===== src/rtl/vga_timing_pkg.sv =====
// Shared constants for the VGA raster generator: default 640x480@60 segment
// lengths, derived totals, pipeline payload type and 12-bit rgb field slices.
package vga_timing_pkg;

  localparam int H_VIS_DEF  = 640;
  localparam int H_FP_DEF   = 16;
  localparam int H_SYNC_DEF = 96;
  localparam int H_BP_DEF   = 48;
  localparam int V_VIS_DEF  = 480;
  localparam int V_FP_DEF   = 10;
  localparam int V_SYNC_DEF = 2;
  localparam int V_BP_DEF   = 33;

  localparam int H_TOTAL_DEF = H_VIS_DEF + H_FP_DEF + H_SYNC_DEF + H_BP_DEF;
  localparam int V_TOTAL_DEF = V_VIS_DEF + V_FP_DEF + V_SYNC_DEF + V_BP_DEF;

  localparam int R_MSB = 11;
  localparam int R_LSB = 8;
  localparam int G_MSB = 7;
  localparam int G_LSB = 4;
  localparam int B_MSB = 3;
  localparam int B_LSB = 0;

  typedef struct packed {
    logic [11:0] rgb;
    logic        bright;
    logic        hs;
    logic        vs;
  } pix_t;

  // Idle pin state: syncs deasserted (high), nothing visible.
  localparam pix_t PIX_RST = '{rgb: 12'h000, bright: 1'b0, hs: 1'b1, vs: 1'b1};

endpackage


===== src/rtl/vga_timing_gen_if.sv =====
// Pixel-coordinate bus between the raster source and sprite controllers,
// plus the VGA pin bundle driven by the source.
interface vga_timing_gen_if;
  logic [9:0]  hc;
  logic [9:0]  vc;
  logic        bright;
  logic        pix_en;
  logic        line_end;
  logic        frame_end;
  logic [15:0] frame_cnt;
  logic [11:0] rgb_in;
  logic        hSync;
  logic        vSync;
  logic [3:0]  vgaR;
  logic [3:0]  vgaG;
  logic [3:0]  vgaB;

  modport master (
    output hc, vc, bright, pix_en, line_end, frame_end, frame_cnt,
    output hSync, vSync, vgaR, vgaG, vgaB,
    input  rgb_in
  );

  modport slave (
    input  hc, vc, bright, pix_en, line_end, frame_end, frame_cnt,
    input  hSync, vSync, vgaR, vgaG, vgaB,
    output rgb_in
  );
endinterface


===== src/rtl/vga_out_pipe.sv =====
// Pixel-rate output delay line; colour and syncs travel together so they
// stay aligned, and blanking is applied after the last stage.
module vga_out_pipe
  import vga_timing_pkg::*;
#(
  parameter int PIPE_DEPTH = 2
) (
  input  logic       clk,
  input  logic       rst_n,
  input  logic       pix_en,
  input  pix_t       pix_in,
  output logic       hSync,
  output logic       vSync,
  output logic [3:0] vgaR,
  output logic [3:0] vgaG,
  output logic [3:0] vgaB
);

  pix_t        stg [PIPE_DEPTH];
  logic [11:0] col;

  always_ff @(posedge clk or negedge rst_n) begin
    if (!rst_n) begin
      for (int k = 0; k < PIPE_DEPTH; k++) stg[k] <= PIX_RST;
    end else if (pix_en) begin
      stg[0] <= pix_in;
      for (int k = 1; k < PIPE_DEPTH; k++) stg[k] <= stg[k-1];
    end
  end

  assign col   = stg[PIPE_DEPTH-1].bright ? stg[PIPE_DEPTH-1].rgb : 12'h000;
  assign hSync = stg[PIPE_DEPTH-1].hs;
  assign vSync = stg[PIPE_DEPTH-1].vs;
  assign vgaR  = col[R_MSB:R_LSB];
  assign vgaG  = col[G_MSB:G_LSB];
  assign vgaB  = col[B_MSB:B_LSB];

endmodule


===== src/rtl/vga_timing_gen.sv =====
// Raster timing source: pixel-rate divider, hc/vc counters, sync decode and
// strobes, feeding the delay-matched VGA pin pipeline.
module vga_timing_gen
  import vga_timing_pkg::*;
#(
  parameter int CLK_DIV    = 4,
  parameter int H_VIS      = H_VIS_DEF,
  parameter int H_FP       = H_FP_DEF,
  parameter int H_SYNC     = H_SYNC_DEF,
  parameter int H_BP       = H_BP_DEF,
  parameter int V_VIS      = V_VIS_DEF,
  parameter int V_FP       = V_FP_DEF,
  parameter int V_SYNC     = V_SYNC_DEF,
  parameter int V_BP       = V_BP_DEF,
  parameter int PIPE_DEPTH = 2
) (
  input  logic              clk,
  input  logic              rst_n,
  vga_timing_gen_if.master  vif
);

  localparam int H_TOTAL = H_VIS + H_FP + H_SYNC + H_BP;
  localparam int V_TOTAL = V_VIS + V_FP + V_SYNC + V_BP;
  localparam int DW      = $clog2(CLK_DIV);

  logic [DW-1:0] div_q;
  logic [9:0]    hc_q;
  logic [9:0]    vc_q;
  logic [15:0]   frame_cnt_q;
  logic          pix_en;
  logic          h_last;
  logic          v_last;
  logic          line_end;
  logic          frame_end;
  logic          bright;
  logic          hs_raw;
  logic          vs_raw;
  pix_t          pix_raw;

  assign pix_en    = (div_q == DW'(CLK_DIV - 1));
  assign h_last    = (hc_q == 10'(H_TOTAL - 1));
  assign v_last    = (vc_q == 10'(V_TOTAL - 1));
  assign line_end  = pix_en && h_last;
  assign frame_end = line_end && v_last;

  always_ff @(posedge clk or negedge rst_n) begin
    if (!rst_n)      div_q <= '0;
    else if (pix_en) div_q <= '0;
    else             div_q <= div_q + 1'b1;
  end

  always_ff @(posedge clk or negedge rst_n) begin
    if (!rst_n) begin
      hc_q <= '0;
      vc_q <= '0;
    end else if (pix_en) begin
      if (h_last) begin
        hc_q <= '0;
        vc_q <= v_last ? '0 : vc_q + 1'b1;
      end else begin
        hc_q <= hc_q + 1'b1;
      end
    end
  end

  // Only written on frame_end so the count holds between frames.
  always_ff @(posedge clk or negedge rst_n) begin
    if (!rst_n)         frame_cnt_q <= '0;
    else if (frame_end) frame_cnt_q <= frame_cnt_q + 1'b1;
  end

  assign bright = (hc_q < 10'(H_VIS)) && (vc_q < 10'(V_VIS));
  assign hs_raw = !((hc_q >= 10'(H_VIS + H_FP)) && (hc_q < 10'(H_VIS + H_FP + H_SYNC)));
  assign vs_raw = !((vc_q >= 10'(V_VIS + V_FP)) && (vc_q < 10'(V_VIS + V_FP + V_SYNC)));

  assign pix_raw = '{rgb: vif.rgb_in, bright: bright, hs: hs_raw, vs: vs_raw};

  vga_out_pipe #(.PIPE_DEPTH(PIPE_DEPTH)) u_out_pipe (
    .clk    (clk),
    .rst_n  (rst_n),
    .pix_en (pix_en),
    .pix_in (pix_raw),
    .hSync  (vif.hSync),
    .vSync  (vif.vSync),
    .vgaR   (vif.vgaR),
    .vgaG   (vif.vgaG),
    .vgaB   (vif.vgaB)
  );

  assign vif.hc        = hc_q;
  assign vif.vc        = vc_q;
  assign vif.bright    = bright;
  assign vif.pix_en    = pix_en;
  assign vif.line_end  = line_end;
  assign vif.frame_end = frame_end;
  assign vif.frame_cnt = frame_cnt_q;

endmodule


===== src/flat_wrapper.sv =====
// flat-port wrapper written by rule: the top's interface ports become plain ports
module vga_timing_gen_flat import vga_timing_pkg::*;
#(
  parameter int CLK_DIV    = 4,
  parameter int H_VIS      = H_VIS_DEF,
  parameter int H_FP       = H_FP_DEF,
  parameter int H_SYNC     = H_SYNC_DEF,
  parameter int H_BP       = H_BP_DEF,
  parameter int V_VIS      = V_VIS_DEF,
  parameter int V_FP       = V_FP_DEF,
  parameter int V_SYNC     = V_SYNC_DEF,
  parameter int V_BP       = V_BP_DEF,
  parameter int PIPE_DEPTH = 2
)
  (clk, rst_n, vif_hc, vif_vc, vif_bright, vif_pix_en, vif_line_end, vif_frame_end, vif_frame_cnt, vif_hSync, vif_vSync, vif_vgaR, vif_vgaG, vif_vgaB, vif_rgb_in);
  vga_timing_gen_if vif_i ();
  input  logic clk;
  input  logic rst_n;
  output wire logic [$bits(vif_i.hc)-1:0] vif_hc;
  output wire logic [$bits(vif_i.vc)-1:0] vif_vc;
  output wire logic [$bits(vif_i.bright)-1:0] vif_bright;
  output wire logic [$bits(vif_i.pix_en)-1:0] vif_pix_en;
  output wire logic [$bits(vif_i.line_end)-1:0] vif_line_end;
  output wire logic [$bits(vif_i.frame_end)-1:0] vif_frame_end;
  output wire logic [$bits(vif_i.frame_cnt)-1:0] vif_frame_cnt;
  output wire logic [$bits(vif_i.hSync)-1:0] vif_hSync;
  output wire logic [$bits(vif_i.vSync)-1:0] vif_vSync;
  output wire logic [$bits(vif_i.vgaR)-1:0] vif_vgaR;
  output wire logic [$bits(vif_i.vgaG)-1:0] vif_vgaG;
  output wire logic [$bits(vif_i.vgaB)-1:0] vif_vgaB;
  input wire logic [$bits(vif_i.rgb_in)-1:0] vif_rgb_in;
  assign vif_hc = vif_i.hc;
  assign vif_vc = vif_i.vc;
  assign vif_bright = vif_i.bright;
  assign vif_pix_en = vif_i.pix_en;
  assign vif_line_end = vif_i.line_end;
  assign vif_frame_end = vif_i.frame_end;
  assign vif_frame_cnt = vif_i.frame_cnt;
  assign vif_hSync = vif_i.hSync;
  assign vif_vSync = vif_i.vSync;
  assign vif_vgaR = vif_i.vgaR;
  assign vif_vgaG = vif_i.vgaG;
  assign vif_vgaB = vif_i.vgaB;
  assign vif_i.rgb_in = vif_rgb_in;
  vga_timing_gen #(.CLK_DIV(CLK_DIV), .H_VIS(H_VIS), .H_FP(H_FP), .H_SYNC(H_SYNC), .H_BP(H_BP), .V_VIS(V_VIS), .V_FP(V_FP), .V_SYNC(V_SYNC), .V_BP(V_BP), .PIPE_DEPTH(PIPE_DEPTH)) u_core (.clk(clk), .rst_n(rst_n), .vif(vif_i));
endmodule

===== config.mk =====
export PLATFORM = sky130hd
export DESIGN_NAME = vga_timing_gen_flat
export DESIGN_NICKNAME = d
export VERILOG_FILES = /design/src/rtl/vga_timing_pkg.sv /design/src/rtl/vga_timing_gen_if.sv /design/src/rtl/vga_out_pipe.sv /design/src/rtl/vga_timing_gen.sv /design/src/flat_wrapper.sv
export SDC_FILE = /design/constraint.sdc
export NUM_CORES = 1
export LEC_CHECK = 0
export ABC_AREA = 1
export CAP_MARGIN = 10
export CORE_UTILIZATION = 42
export DETAILED_ROUTE_END_ITERATION = 7
export GPL_TIMING_DRIVEN = 0
export PLACE_DENSITY = 0.67
export RECOVER_POWER = 100
export SYNTH_ARGS = -nofsm -noshare
export SYNTH_HDL_FRONTEND = slang
export SYNTH_SLANG_ARGS = --single-unit

===== constraint.sdc =====
create_clock -name clk -period 1.8 [get_ports clk]
set_input_delay 0.18 -clock clk [delete_from_list [all_inputs] [get_ports clk]]
set_output_delay 0.18 -clock clk [all_outputs]
set_load 0.01 [all_outputs]

-- Word level (Yosys, flattened, before mapping)
Index checks and enable logic that the tools add are counted.
- add/subtract/negate cells: 4
- div/mod/pow operators: 0
- magnitude comparators: 6
- $mul: 0
- muxes and demuxes: 4
- eq/ne operators: 3
- reductions and logical operators: 8
- shift operators: 0
- bitwise operators: 0
- operator list (kind ; count):
    $add 10x1->10 const B ; 2
    $eq 10x10->1 const B ; 2
    $lt 10x10->1 const B ; 2
    $lt 10x9->1 const B ; 2
    $mux 10 ; 2
    $add 16x1->16 const B ; 1
    $mux 12 ; 1
    $ge 10x10->1 const B ; 1
    $ge 10x9->1 const B ; 1
    $logic_and 1x1->1 ; 5
    $add 2x1->2 const B ; 1
    $eq 2x2->1 const B ; 1
    $logic_not 1->1 ; 2
    $mux 2 ; 1
    $reduce_and 2->1 ; 1
- output and inout port bits: 54
- bits in registers: 68
- memory bits (writable): 0
- bits in latches: 0
- input port bits: 14
- memory bits (read-only): 0
- memories kept: 0
- logic and storage cells: 37

-- Longest topological paths before layout
- word-level depth: 3
- depth in mapped cells: 9
- gate-level depth less buffers: 9

-- By module
Synthesis repeated with hierarchy kept, for this count alone.
- cells, all modules: 470
- area, all modules: 3524.6 um^2
- modules (own cells, without submodules) (module ; times used ; cells each ; area each (um^2) ; sequential area each (um^2)):
    vga_timing_gen ; 1 ; 318 ; 2302.2 ; 950.9
    vga_out_pipe ; 1 ; 152 ; 1222.4 ; 755.7

-- Least setup slack after synthesis
No wires, ideal clock.
- path kind: reg-to-output
- start point: register u_core.hc_q[0] (netlist: u_core.vif.hc[0])
- end point: output port vif_frame_end
- buffers on the path: 0
- cell stages (with the launch flop): 8
- arrival: 1.416 ns
- required time: 1.620 ns
- setup slack: 0.204 ns
- path through: dfrtp_1 > ha_1 > nand2_1 > inv_1 > nand3_1 > nor2_2 > nand2_1 > inv_1
- cells in the longest elaborated chain, start to end: 3
- ends and longest elaborated chain (what ; RTL line ; text):
    start, declared ; vga_timing_gen.sv:27 ; logic [9:0] hc_q;
    start signal, assigned ; vga_timing_gen.sv:61 ; hc_q <= hc_q + 1'b1;
    $eq 10x10->1 ; vga_timing_gen.sv:41 ; assign h_last = (hc_q == 10'(H_TOTAL - 1));
    $logic_and 1x1->1 ; vga_timing_gen.sv:43 ; assign line_end = pix_en && h_last;
    net vif_line_end ; flat_wrapper.sv:23 ; output wire logic [$bits(vif_i.line_end)-1:0] vif_line_end;
    $logic_and 1x1->1 ; vga_timing_gen.sv:44 ; assign frame_end = line_end && v_last;
    end, declared ; flat_wrapper.sv:24 ; output wire logic [$bits(vif_i.frame_end)-1:0] vif_frame_end;
The timed path passes the listed nets, and every way through them passes these cells.

-- Final worst setup path
- start point: register u_core.vc_q[1] (netlist: u_core.vif.vc[1])
- end point: output port vif_frame_end
- cells in the longest elaborated chain, start to end: 2
- ends and longest elaborated chain (what ; RTL line ; text):
    start, declared ; vga_timing_gen.sv:28 ; logic [9:0] vc_q;
    start signal, assigned ; vga_timing_gen.sv:59 ; vc_q <= v_last ? '0 : vc_q + 1'b1;
    $eq 10x10->1 ; vga_timing_gen.sv:42 ; assign v_last = (vc_q == 10'(V_TOTAL - 1));
    $logic_and 1x1->1 ; vga_timing_gen.sv:44 ;
Every way passes these cells.

==> qor.yml <==
outcome: "finished, final reports clean"
root_buffer: "clkbuf_8"
fin_worst_skew_ns: 0.00726
start_kind: "flop"
worst_pin_slew_ns: 0.908
power_density_mw_per_mm2: 651
finalCoreUtilization_pct: 59.1
clock-sinks: 68
layout_common_cells: "nand2_1, dfrtp_1, inv_1"
slew_viol_final: 0
layout.nets: 575
gp_congestion: 0.832
portBuffers: 67
hold_path_startpoint: "vif_rgb_in[1]"
avgSynthCellArea_sq_um: 7.57
path_class: "flop to output pin"
max-vdd-ir-drop_mv: 0.415
ys_types: 27
synth-compound-area-share_pct: 5.13
first_pass_iters: 4
grtUsageTotal_pct: 19.8
reg2reg_to: "u_core.vif.frame_cnt[11]"
fin_cells: 662
synth-simple-area-share_pct: 32.6
clk_latency_ns: 0.33
power_leakage_nw: 2.41
max_cap_viol_count: 0
clk_pin_slew_ns: 0.08
cp_slowest_cell: "dfrtp_1"
min_to: "u_core.u_out_pipe.stg[19]"
wl_per_cell_microns: 12.1
final-setup-viol-count: 0
finalInstanceArea_sq_mm: 0.00468
cp-end-kind: "output pin"
pin_count: 68
initial_core_util_pct: 44.3
slew-limit-headroom_pct: 39.4
required_ns: 1.62
max_freq_mhz: 574
synth_top_family_by_area: "simple AND/OR/NAND/NOR gates"
via_count: 3112
grt-ovfl-total: 0
fp.dieH_microns: 93.5
path_cells: "inv_1 -> ha_1 -> nand3_2 -> nor3_4 -> nand2_4 -> inv_2 -> buf_2"
hpwl_microns: 5560
arrival_ns: 1.56
viasPerCell: 4.70
drc: 0
hold_path_class: "primary input to flop"
fin_crit_ns: 1.74
muxShareOfSynthArea_pct: 0
num_antenna_cells: 0
core_region_area_sq_mm: 0.00793
synth_cells: 464
htreeDepth: 3
period_share_pct: 96.7
syn_to_final_growth_pct: 33.3
grt_pass1_vias: 3009
synth-adder-area-share_pct: 2.14
cts_buffers: 9
syn_nets: 484
drive_gt1_share_pct: 12.3
synth_xor_area_share_pct: 3.24
worstPathMaxFanout: 4
rr_startpoint: "u_core.vif.vc[1]"
rows: 32
post_dp_cell_area_sq_mm: 0.00431
synth_warnings: 0
dieArea_sq_mm: 0.00874
ff2ff_path_depth: 9
min_delay_path_depth: 3
hold_viol: 0
ys_seq_elements: 68
die_x_microns: 93.5
routed_wl_microns: 7990
synth_area_sq_mm: 0.00351
antenna_found_initial: 0
yosysSeqAreaShare_pct: 48.6
reg2reg_slack_ns: 0.14
cts_buffer_depth: 2
drt-initial-drc-count: 158
placedCellCount: 633
grt_pass1_wl_microns: 13700
final_common_cell: "nand2_1"
finalSetupTns_ns: 0
cts_tree: "yes"
cp_slowest_stage_delay_ns: 0.40
rsz0062_at_grt: "true"
antenna_left: 0
grt_max_degree: 69
==> flip-flops by register name (all words and copies together), names as in the netlist <==
signal	cells
u_core.vif.hc	10
u_core.u_out_pipe.hSync	1
u_core.vif.frame_cnt	16
u_core.u_out_pipe.stg	28
u_core.u_out_pipe.vSync	1
u_core.div_q	2
u_core.vif.vc	10
==> cell families (layout without fill, tap and decap cells) <==
logic type                 after synthesis  count (layout)
and+or+nand+nor                        269             269
buffers and inverters                   72             168
DFF                                     68              68
AOI/OAI and AO/OA                       36              36
xor gates and xnor gates                13              13
adders and majority gates                6               6
==> area by class of cell <==
type / count / area, sq um
clock buffer: 9 / 124
fill: 747 / 3240
timing repair buffer: 80 / 761
inverter: 60 / 225
buffer: 12 / 71.3
multi-input combinational: 324 / 1570
clock inverter: 7 / 91.3
sequential: 68 / 1710
tap: 102 / 128
==> metrics by stage <==
step	worst slack, ns	power [mW]	hold WS [ns]
detailed placement	-0.453	1.73	0.348
floorplan	0.204	1.63	-0.116
global route	-0.00572	3.17	0.383
global placement	-1.76	1.72	0.415
CTS	-0.0277	3.08	0.376
finish	0.0593	3.05	0.384
==> power breakdown <==
group	switching, mW	internal [mW]	total, mW
clock network	0.580	0.775	1.35
logic	0.0644	0.0620	0.126
registers	0.0118	1.55	1.57
total	0.656	2.39	3.05
==> what timing repair did <==
action | 4_1_cts | 5_1_grt
endpoints found under the setup margin | 14 | 15
endpoints found under the hold margin | 40 | 0
pin swaps | 5 | 5
resized for setup | 21 | 11
hold buffers | 1 | 0
setup buffers | 9 | 3
==> synthesized netlist by cell type <==
cell,number,area share (%)
nor2_1,37,4.0
nand2_2,2,0.36
dfrtp_1,64,46
nor3_1,3,0.43
or2_2,1,0.18
ha_1,6,2.1
a21oi_1,8,1.1
nand4_4,1,0.61
nor2_4,3,0.96
dfstp_2,4,3.0
buf_4,1,0.21
inv_1,57,6.1
nand4_1,9,1.6
xor2_1,9,2.2
clkbuf_1,4,0.43
nor3_4,1,0.46
buf_6,2,0.64
o21ai_0,28,4.0
nand3_1,22,3.1
nor2_2,3,0.53
buf_1,1,0.11
nand3_2,1,0.28
inv_2,3,0.32
xnor2_1,4,1.0
nand2_1,185,20
nand2_4,1,0.32
buf_2,4,0.57
==> metal layers <==
metal	part of all wire, %	routed length, microns	vias up	GRT usage, %
li1	-	-	1605	-
met1	47	3780	1423	26.5
met2	48	3830	73	33.2
met3	3.8	302	11	2.93
met4	1.0	80	0	5.64
met5	0	0	-	0
==> worst max-delay path, delay by kind of cell (launching register included) <==
family	cells	cell delay, ns
fa+ha+maj	1	0.17
buf+inv	3	0.26
flops	1	0.40
simple gates	3	0.41
==> worst max path at each step <==
| stage | from | end | slack, ns | cells after the start |
|---|---|---|---|---|
| after floorplan | u_core.vif.hc[0] | vif_frame_end | 0.20 | 7 |
| after global placement | rst_n | u_core.vif.frame_cnt[12] | -1.76 | 1 |
| after detailed placement | u_core.vif.hc[1] | vif_frame_end | -0.45 | 8 |
| after CTS | u_core.vif.vc[1] | vif_frame_end | -0.03 | 7 |
| after global routing | u_core.vif.vc[1] | vif_frame_end | -0.006 | 7 |
| final | u_core.vif.vc[1] | vif_frame_end | 0.06 | 7 |
No activity file was read; power rests on OpenSTA's default activity.
